--- src/rtl/conv_stream_monitor.sv ---
// Capture/monitor for the convolution output stream: counts beats, sums and min/max-tracks
// all lanes of one frame, and reports end-of-frame, length errors and start timeout.
module conv_stream_monitor #(
    parameter int DATA_W     = 16,
    parameter int CHANNELS   = 1,
    parameter int CNT_W      = 20,
    parameter int GAP_CYCLES = 1,
    parameter int EXP_COUNT  = 0,
    parameter int TIMEOUT    = 4096
) (
    input  logic                         clk,
    input  logic                         rst,
    input  logic                         start_i,
    input  logic                         valid_i,
    input  logic [CHANNELS*DATA_W-1:0]   data_i,
    output logic                         busy_o,
    output logic                         done_o,
    output logic [CNT_W-1:0]             count_o,
    output logic [31:0]                  checksum_o,
    output logic [DATA_W-1:0]            min_o,
    output logic [DATA_W-1:0]            max_o,
    output logic                         err_short_o,
    output logic                         err_long_o,
    output logic                         err_timeout_o
);

    typedef enum logic [2:0] {IDLE, WAIT_FIRST, CAPTURE, GAP, DONE} state_t;

    localparam logic [CNT_W-1:0] EXP_C   = CNT_W'(EXP_COUNT);
    localparam logic [31:0]      GAP_C   = 32'(GAP_CYCLES);
    localparam logic [31:0]      TIMEOUT_C = 32'(TIMEOUT);

    state_t             state, state_next;
    logic [31:0]        tcnt, tcnt_next;
    logic [31:0]        gcnt, gcnt_next;
    logic               accept, clear, timeout_hit, enter_done;
    logic [31:0]        beat_sum;
    logic [DATA_W-1:0]  beat_min, beat_max, lane;

    function automatic logic [CNT_W-1:0] sat_inc(input logic [CNT_W-1:0] v);
        return (v == {CNT_W{1'b1}}) ? v : v + 1'b1;
    endfunction

    // Per-beat reduction across all lanes, unsigned
    always_comb begin
        beat_sum = '0;
        beat_min = '1;
        beat_max = '0;
        lane     = '0;
        for (int k = 0; k < CHANNELS; k++) begin
            lane     = data_i[k*DATA_W +: DATA_W];
            beat_sum = beat_sum + 32'(lane);
            if (lane < beat_min) beat_min = lane;
            if (lane > beat_max) beat_max = lane;
        end
    end

    always_comb begin
        state_next  = state;
        tcnt_next   = tcnt;
        gcnt_next   = gcnt;
        accept      = 1'b0;
        clear       = 1'b0;
        timeout_hit = 1'b0;
        case (state)
            IDLE: begin
                if (start_i) begin
                    clear      = 1'b1;
                    tcnt_next  = '0;
                    gcnt_next  = '0;
                    state_next = WAIT_FIRST;
                end
            end
            WAIT_FIRST: begin
                if (valid_i) begin
                    accept     = 1'b1;
                    state_next = CAPTURE;
                end else begin
                    tcnt_next = tcnt + 32'd1;
                    if (TIMEOUT != 0 && tcnt + 32'd1 == TIMEOUT_C) begin
                        timeout_hit = 1'b1;
                        state_next  = DONE;
                    end
                end
            end
            CAPTURE: begin
                if (valid_i) begin
                    accept = 1'b1;
                end else if (GAP_CYCLES <= 1) begin
                    state_next = DONE;
                end else begin
                    gcnt_next  = 32'd1;
                    state_next = GAP;
                end
            end
            GAP: begin
                if (valid_i) begin
                    accept     = 1'b1;
                    gcnt_next  = '0;
                    state_next = CAPTURE;
                end else if (gcnt + 32'd1 >= GAP_C) begin
                    state_next = DONE;
                end else begin
                    gcnt_next = gcnt + 32'd1;
                end
            end
            DONE:    state_next = IDLE;
            default: state_next = IDLE;
        endcase
    end

    assign enter_done = (state_next == DONE) && (state != DONE);
    assign busy_o     = (state == WAIT_FIRST) || (state == CAPTURE) || (state == GAP);
    assign done_o     = (state == DONE);

    // Stats update one edge after the beat is sampled; length flags latch as DONE is entered
    always_ff @(posedge clk) begin
        if (rst) begin
            state         <= IDLE;
            tcnt          <= '0;
            gcnt          <= '0;
            count_o       <= '0;
            checksum_o    <= '0;
            min_o         <= '1;
            max_o         <= '0;
            err_short_o   <= 1'b0;
            err_long_o    <= 1'b0;
            err_timeout_o <= 1'b0;
        end else begin
            state <= state_next;
            tcnt  <= tcnt_next;
            gcnt  <= gcnt_next;
            if (clear) begin
                count_o       <= '0;
                checksum_o    <= '0;
                min_o         <= '1;
                max_o         <= '0;
                err_short_o   <= 1'b0;
                err_long_o    <= 1'b0;
                err_timeout_o <= 1'b0;
            end
            if (accept) begin
                count_o    <= sat_inc(count_o);
                checksum_o <= checksum_o + beat_sum;
                if (beat_min < min_o) min_o <= beat_min;
                if (beat_max > max_o) max_o <= beat_max;
            end
            if (enter_done) begin
                err_short_o <= (EXP_COUNT != 0) && (count_o < EXP_C);
                err_long_o  <= (EXP_COUNT != 0) && (count_o > EXP_C);
            end
            if (timeout_hit) err_timeout_o <= 1'b1;
        end
    end

endmodule
--- config.mk ---
export PLATFORM = sky130hd
export DESIGN_NAME = conv_stream_monitor
export DESIGN_NICKNAME = d
export VERILOG_FILES = /design/src/rtl/conv_stream_monitor.sv
export SDC_FILE = /design/constraint.sdc
export NUM_CORES = 1
export LEC_CHECK = 0
export CAP_MARGIN = 20
export CORE_UTILIZATION = 45
export CTS_BUF_LIST = sky130_fd_sc_hd__clkbuf_2 sky130_fd_sc_hd__clkbuf_4 sky130_fd_sc_hd__clkbuf_8
export CTS_CLUSTER_DIAMETER = 60
export DETAILED_ROUTE_END_ITERATION = 16
export HOLD_SLACK_MARGIN = 0.02
export PLACE_DENSITY = 0.76
export RECOVER_POWER = 100
export SLEW_MARGIN = 15
export SYNTH_ARGS = -nofsm -noshare
export SYNTH_HDL_FRONTEND = slang
export SYNTH_SLANG_ARGS = --single-unit
--- constraint.sdc ---
create_clock -name clk -period 4.4 [get_ports clk]
set_input_delay 0.44 -clock clk [delete_from_list [all_inputs] [get_ports clk]]
set_output_delay 0.44 -clock clk [all_outputs]
set_load 0.02 [all_outputs]
==> results of run 1 <==
==> layout make-up <==
cell class,instances,area [µm²],share of cell area [%]
tap,260,325,3.17
clock buffer,17,234,2.28
inverter,46,173,1.68
sequential,152,3040,29.7
timing repair buffer,118,1140,11.2
clock inverter,15,201,1.96
multi-input combinational,811,5140,50.1
==> power by group through the flow <==
stage	combinational [mW]	sequential, mW	clock (mW)
2_1_floorplan	0.230	1.46	0
3_3_place_gp	0.374	1.44	0
3_5_place_dp	0.379	1.45	0
4_1_cts	0.381	1.41	1.20
5_1_grt	0.409	1.41	1.25
6_report	0.373	1.41	1.18
==> metrics by stage <==
step | cells | hold slack [ns]
after floorplan | 1099 | 0.444
after global placement | 1386 | 0.460
after detailed placement | 1387 | 0.462
after CTS | 1419 | 0.319
after global routing | 1419 | 0.346
final | 1419 | 0.344
==> cells by family (layout without fill, tap and decap cells) <==
logic type / count (synthesis) / count (layout) / synth area share (%)
xor gates and xnor gates: 48 / 48 / 4.80
muxes: 5 / 5 / 0.600
buffers and inverters: 136 / 196 / 6.34
DFF: 152 / 152 / 34.7
other: 1 / 2 / 0.0428
adders and majority gates: 53 / 53 / 7.66
AOI/OAI and AO/OA: 258 / 258 / 19.2
and+or+nand+nor: 445 / 445 / 26.6
==> registers in the layout (all words and copies together) (netlist names) <==
name and flops:
checksum_o 32, count_o 20, err_timeout_o 1, gcnt 32, max_o 16, min_o 16
state 3, tcnt 32
==> worst min-delay path by stage <==
stage | start | endpoint | slack [ns] | cells after the start
6_report | rst | checksum_o[3]$_SDFFE_PP0P_ | 0.34 | 2
5_1_grt | rst | max_o[15]$_SDFF_PP0_ | 0.35 | 2
4_1_cts | rst | checksum_o[3]$_SDFFE_PP0P_ | 0.32 | 2
3_5_place_dp | err_timeout_o$_SDFFE_PP0P_ | err_timeout_o$_SDFFE_PP0P_ | 0.46 | 2
3_3_place_gp | gcnt[22]$_SDFFE_PP0P_ | gcnt[22]$_SDFFE_PP0P_ | 0.46 | 1
2_1_floorplan | gcnt[23]$_SDFFE_PP0P_ | gcnt[23]$_SDFFE_PP0P_ | 0.44 | 1
==> critical path, delay by kind of cell <==
family	cells	cell delay, ns
AND/OR/NAND/NOR	3	1.13
buffers and inverters	3	2.13
AO/OA/AOI/OAI	2	0.42
==> metal layers <==
| layer | track usage, % | up-vias | part of all wire, % |
|---|---|---|---|
| li1 | - | 4041 | - |
| met1 | 31.2 | 3828 | 49 |
| met2 | 35.4 | 198 | 45 |
| met3 | 4.18 | 31 | 4.8 |
| met4 | 5.89 | 0 | 1.0 |
| met5 | 0 | - | 0 |
==> cells in the final DEF, fill, tap and decap left out, types with 4 or more instances in the layout <==
cell type,netlist,layout
or4_1,10,10
clkdlybuf4s50_1,0,14
a211oi_1,9,9
a31oi_1,29,29
buf_4,2,9
bufinv_16,0,4
and3_1,20,20
nor4_1,8,9
nand3_1,46,46
or2_2,5,5
a22oi_1,4,4
a311oi_1,10,10
xor2_1,24,24
a21oi_1,83,83
o311ai_0,4,4
o31ai_1,10,10
nor3_1,42,43
o41ai_1,5,5
dfxtp_1,152,152
and2_1,35,25
nand2b_1,7,7
and2_0,0,10
a21o_1,16,16
nand3b_1,4,4
dlygate4sd3_1,0,91
ha_1,52,52
a22o_1,4,4
nor2b_1,7,7
o21ai_0,43,45
nand4_1,21,21
or3_1,25,25
inv_1,45,46
nor2_1,93,92
and4_1,18,18
o211ai_1,11,11
clkbuf_8,0,17
xnor2_1,24,24
nand2_1,94,94
clkinv_4,0,4
==> results.py, run 1 <==
metrics = {
    "run_status": {
        "status": "finished with violations",
        "violations": "max-capacitance violations, max-slew violations",
    },
    "grt": {
        "grt_max_degree": 79,
        "grt_pass1_vias": 7221,
        "antenna_found_initial": 0,
        "grtUsageTotal_pct": 22.4,
        "grt_pass1_wl_um": 36100,
        "overflow": 0,
    },
    "placed_design": {
        "dpl.hpwl_um": 16000,
        "place_area_um2": 9870,
        "gp_congestion": 0.901,
        "portBuffers": 106,
        "dpl_worst_slack_ns": 0.621,
    },
    "setup_path": {
        "criticalPathCategory": "primary input to flop",
        "crit_end": "tcnt[13]$_SDFFE_PP0P_",
        "reg2reg_slack_ns": 0.67,
        "worst_path_max_delay_cell": "clkbuf_1",
        "ff2ff_path_depth": 9,
        "startpoint_type": "primary input",
        "required_ns": 4.79,
        "cp_slowest_stage_delay_ns": 1.20,
        "crit_path_end_kind": "flop",
        "r2r_end": "state[2]$_SDFFE_PP0P_",
        "r2r_start": "gcnt[13]$_SDFFE_PP0P_",
        "cp_cell_sequence": "dlygate4sd3_1 > inv_1 > nand3_1 > clkbuf_1 > nand2_1 > o21ai_0 > a22oi_1 > nor2_1",
        "startpoint": "valid_i",
        "worst-path-max-fanout": 38,
        "worstPathArrival_ns": 4.14,
    },
    "power": {
        "clockPowerShare_pct": 39.7,
        "vdd_ir_drop_max_uv": 267,
        "p_leak_nw": 4.05,
        "p_comb_share_pct": 12.6,
        "seq_power_share_pct": 47.7,
        "swShare_pct": 27.6,
        "power.total_mw": 2.96,
        "p_int_mw": 2.14,
        "switching_power_mw": 0.818,
        "powerDensity_nw_per_um2": 289,
    },
    "timing": {
        "post-route-period-util_pct": 85.3,
        "finalSetupViolCount": 0,
        "drv_slew": 40,
        "finalSetupTns_ns": 0,
        "worst_slew_pin_slew_ns": 1.67,
        "period_needed_ns": 3.75,
        "fmax_mhz": 266,
        "grt_setup_unrepaired": "no",
        "layout_setup_ws_ns": 0.646,
        "clock_skew_ns": 0.0148,
        "hold_viol": 0,
        "maxSlewHeadroom_pct": -11.0,
    },
    "synthesis": {
        "yosys-top-cells-count": "152 x dfxtp_1, 94 x nand2_1, 93 x nor2_1, 83 x a21oi_1, 70 x clkbuf_1",
        "ys_seq_elements": 152,
        "synth_edf_count": 0,
        "yosysMostFrequentCell": "dfxtp_1",
        "synth_top_flop_cell": "dfxtp_1",
        "synth_cells": 1098,
        "netlist_top_cells_area": "dfxtp_1 35%, ha_1 7.4%, a21oi_1 4.7%",
        "seq_area_frac_synth_pct": 34.7,
        "synth_largest_area_cell": "dfxtp_1",
        "synthesis.area_um2": 8760,
        "ys_warn_count": 0,
        "synth_top_area_share_pct": 34.7,
        "synthArstFlopShare_pct": 0,
        "synth_cell_type_count": 66,
        "syn-mean-instance-area_um2": 7.98,
    },
    "cells_and_area": {
        "utilization_pct": 54.3,
        "area_growth_pct": 17.2,
        "fin_nets": 1219,
        "fill_cells": 1795,
        "final_area_um2": 10300,
        "drive_gt1_share_pct": 5.00,
        "diodes": 0,
    },
    "floorplanning": {
        "initial_utilization_pct": 46.4,
        "die_h_um": 142,
        "rows": 50,
        "die_x_um": 142,
        "io_pins": 109,
        "dieArea_um2": 20000,
        "core_um2": 18900,
    },
    "cts": {
        "h-tree-depth": 4,
        "cts_buffer_depth": 2,
        "clock-sinks": 152,
        "ctsHoldBuffers": 0,
        "clkTransAtPathRegs_ns": 0.08,
        "tritoncts": "built",
        "clk_latency_ns": 0.46,
        "cts-resized-gates": 0,
        "cts-buffers-inserted": 17,
        "cts_setup_buffers": 0,
        "cts_root_buf": "clkbuf_8",
    },
    "route": {
        "wirelength_um": 22300,
        "wl_per_cell_um": 15.7,
        "vias_per_cell": 5.71,
        "drt.antenna.violating_nets": 0,
        "drt_iter0_drc": 600,
        "first_pass_iters": 5,
        "drc_errors": 0,
        "via_count": 8098,
    },
    "hold_path": {
        "hold_class": "primary input to flop",
    },
    "job": {
        "cap_violations": 2,
    },
}
Note: power is estimated with default switching activity, not from simulation.
==> run 2, diff against run 1 <==
==> constraint.sdc (replaced) <==
create_clock -name clk -period 4 [get_ports clk]
set_input_delay 0.4 -clock clk [delete_from_list [all_inputs] [get_ports clk]]
set_output_delay 0.4 -clock clk [all_outputs]
set_load 0.02 [all_outputs]
==> run 2 against run 1 <==
Effect of this change: highest routed layer unchanged; global-route usage increased by 0.44 points; the flow still finishes with violations (max-capacitance violations, max-slew violations); clock power increased by 12%; final cell count increased by 0.70%.
==> results.py, run 2 (synthesized netlist as in run 1, its figures left out) <==
metrics = {
    "route": {
        "drt.antenna.violating_nets": 0,
        "vias_per_cell": 5.67,
        "via_count": 8097,
        "drc_errors": 0,
        "drt_iter0_drc": 639,
        "first_pass_iters": 5,
        "wirelength_um": 22200,
        "wl_per_cell_um": 15.5,
    },
    "power": {
        "seq_power_share_pct": 47.2,
        "p_leak_nw": 4.11,
        "swShare_pct": 26.0,
        "p_int_mw": 2.43,
        "p_comb_share_pct": 12.5,
        "powerDensity_nw_per_um2": 318,
        "vdd_ir_drop_max_uv": 214,
        "switching_power_mw": 0.854,
        "clockPowerShare_pct": 40.2,
    },
    "cts": {
        "cts-resized-gates": 0,
        "tritoncts": "built",
        "cts_setup_buffers": 0,
        "ctsHoldBuffers": 0,
        "h-tree-depth": 4,
        "clock-sinks": 152,
        "clkTransAtPathRegs_ns": 0.08,
        "cts-buffers-inserted": 17,
        "cts_root_buf": "clkbuf_8",
        "cts_buffer_depth": 2,
        "clk_latency_ns": 0.46,
    },
    "cells_and_area": {
        "final_area_um2": 10300,
        "final_common_cell": "dfxtp_1",
        "diodes": 0,
        "layout_common_cells": "152 x dfxtp_1, 94 x nand2_1, 92 x nor2_1",
        "fin_nets": 1230,
        "reg.largest.list": "checksum_o: 32 flops, gcnt: 32 flops, tcnt: 32 flops",
        "area_growth_pct": 18.1,
        "drive_gt1_share_pct": 5.56,
    },
    "floorplanning": {
        "die_h_um": 142,
        "io_pins": 109,
        "dieArea_um2": 20000,
        "core_um2": 18900,
        "initial_utilization_pct": 46.4,
        "die_x_um": 142,
        "rows": 50,
    },
    "placed_design": {
        "dpl.hpwl_um": 15700,
        "portBuffers": 106,
        "gp_congestion": 0.911,
        "place_area_um2": 9940,
    },
    "setup_path": {
        "required_ns": 4.36,
        "r2r_start": "gcnt[13]$_SDFFE_PP0P_",
        "cp_slowest_stage_delay_ns": 1.16,
        "startpoint_type": "primary input",
        "crit_end": "tcnt[20]$_SDFFE_PP0P_",
        "crit_path_end_kind": "flop",
        "worstPathArrival_ns": 3.85,
        "reg2reg_slack_ns": 0.60,
        "cp_cell_sequence": "dlygate4sd3_1 > inv_1 > nand3_1 > clkbuf_1 > nand2_1 > a311oi_1",
        "r2r_end": "gcnt[16]$_SDFFE_PP0P_",
        "worst-path-max-fanout": 38,
        "criticalPathCategory": "primary input to flop",
        "worst_path_max_delay_cell": "clkbuf_1",
        "startpoint": "valid_i",
        "ff2ff_path_depth": 9,
    },
    "timing": {
        "finalSetupTns_ns": 0,
        "period_needed_ns": 3.49,
        "drv_slew": 39,
        "maxSlewHeadroom_pct": -6.29,
        "hold_viol": 0,
        "fmax_mhz": 286,
        "grt_setup_unrepaired": "no",
        "clock_skew_ns": 0.0170,
        "worst_slew_pin_slew_ns": 1.59,
        "post-route-period-util_pct": 87.3,
        "finalSetupViolCount": 0,
    },
    "grt": {
        "grt_pass1_vias": 7440,
        "grtUsageTotal_pct": 22.8,
        "grt_max_degree": 58,
        "grt_pass1_wl_um": 36700,
        "overflow": 0,
        "antenna_found_initial": 0,
    },
    "run_status": {
        "violations": "max-capacitance violations, max-slew violations",
        "status": "finished with violations",
    },
    "hold_path": {
        "hold_class": "primary input to flop",
    },
    "job": {
        "cap_violations": 1,
    },
}
-- run 2: changes by cell type in the layout (fill, tap and decap cells not counted), moves of 3 or more --
cell,delta
clkinv_4,-4
clkbuf_8,+4
and2_0,+3
clkbuf_1,+5
buf_4,+6
and2_1,-3
-- run 2: worst min-delay path by stage --
stage / startpoint / endpoint / slack (ns) / cells past startpoint
after floorplan: gcnt[23]$_SDFFE_PP0P_ / gcnt[23]$_SDFFE_PP0P_ / 0.44 / 1
after global placement: err_timeout_o$_SDFFE_PP0P_ / err_timeout_o$_SDFFE_PP0P_ / 0.44 / 2
after CTS: rst / checksum_o[31]$_SDFFE_PP0P_ / 0.37 / 2
after global routing: rst / tcnt[16]$_SDFFE_PP0P_ / 0.39 / 2
final: rst / checksum_o[31]$_SDFFE_PP0P_ / 0.40 / 2
after detailed placement: gcnt[23]$_SDFFE_PP0P_ / gcnt[23]$_SDFFE_PP0P_ / 0.46 / 1
-- run 2: metrics by stage --
stage                     hold WS, ns  utilization (%)  total power [mW]  setup slack (ns)  cells
after floorplan                 0.444                -              1.86             0.879   1099
after global placement          0.445             52.6              2.00             0.348   1397
after detailed placement        0.458             52.6              2.01             0.313   1397
after CTS                       0.369             55.0              3.33             0.598   1428
after global routing            0.388             54.8              3.44             0.249   1429
final                           0.400             54.8              3.29             0.508   1429
-- run 2: final cells by class --
| class | instances | area (µm²) |
|---|---|---|
| fillers | 1793 | 8550 |
| well taps | 260 | 325 |
| inverters | 46 | 173 |
| multi-input cells | 811 | 5160 |
| clock buffers | 23 | 304 |
| flip-flops and latches | 152 | 3040 |
| clock inverters | 8 | 143 |
| repair buffers | 129 | 1200 |
-- run 2: metal layers --
layer | global-route usage, % | wire, µm | part of all wire (%) | vias to the layer above
li1 | - | - | - | 4053
met3 | 5.40 | 1420 | 6.4 | 27
met4 | 6.85 | 288 | 1.3 | 0
met5 | 0 | 0 | 0 | -
met2 | 35.7 | 10000 | 45 | 211
met1 | 31.2 | 10500 | 47 | 3806
-- run 2: power groups by stage --
stage / sequential (mW) / combinational [mW] / clock (mW)
after floorplan: 1.61 / 0.253 / 0
after global placement: 1.59 / 0.415 / 0
after detailed placement: 1.59 / 0.419 / 0
after CTS: 1.55 / 0.422 / 1.35
after global routing: 1.56 / 0.455 / 1.43
final: 1.55 / 0.412 / 1.32
-- run 2: worst max-delay path: cells and delay by family --
family | cells | cell delay (ns)
and+or+nand+nor | 2 | 1.00
buffers and inverters | 3 | 1.96
AOI/OAI and AO/OA | 1 | 0.48
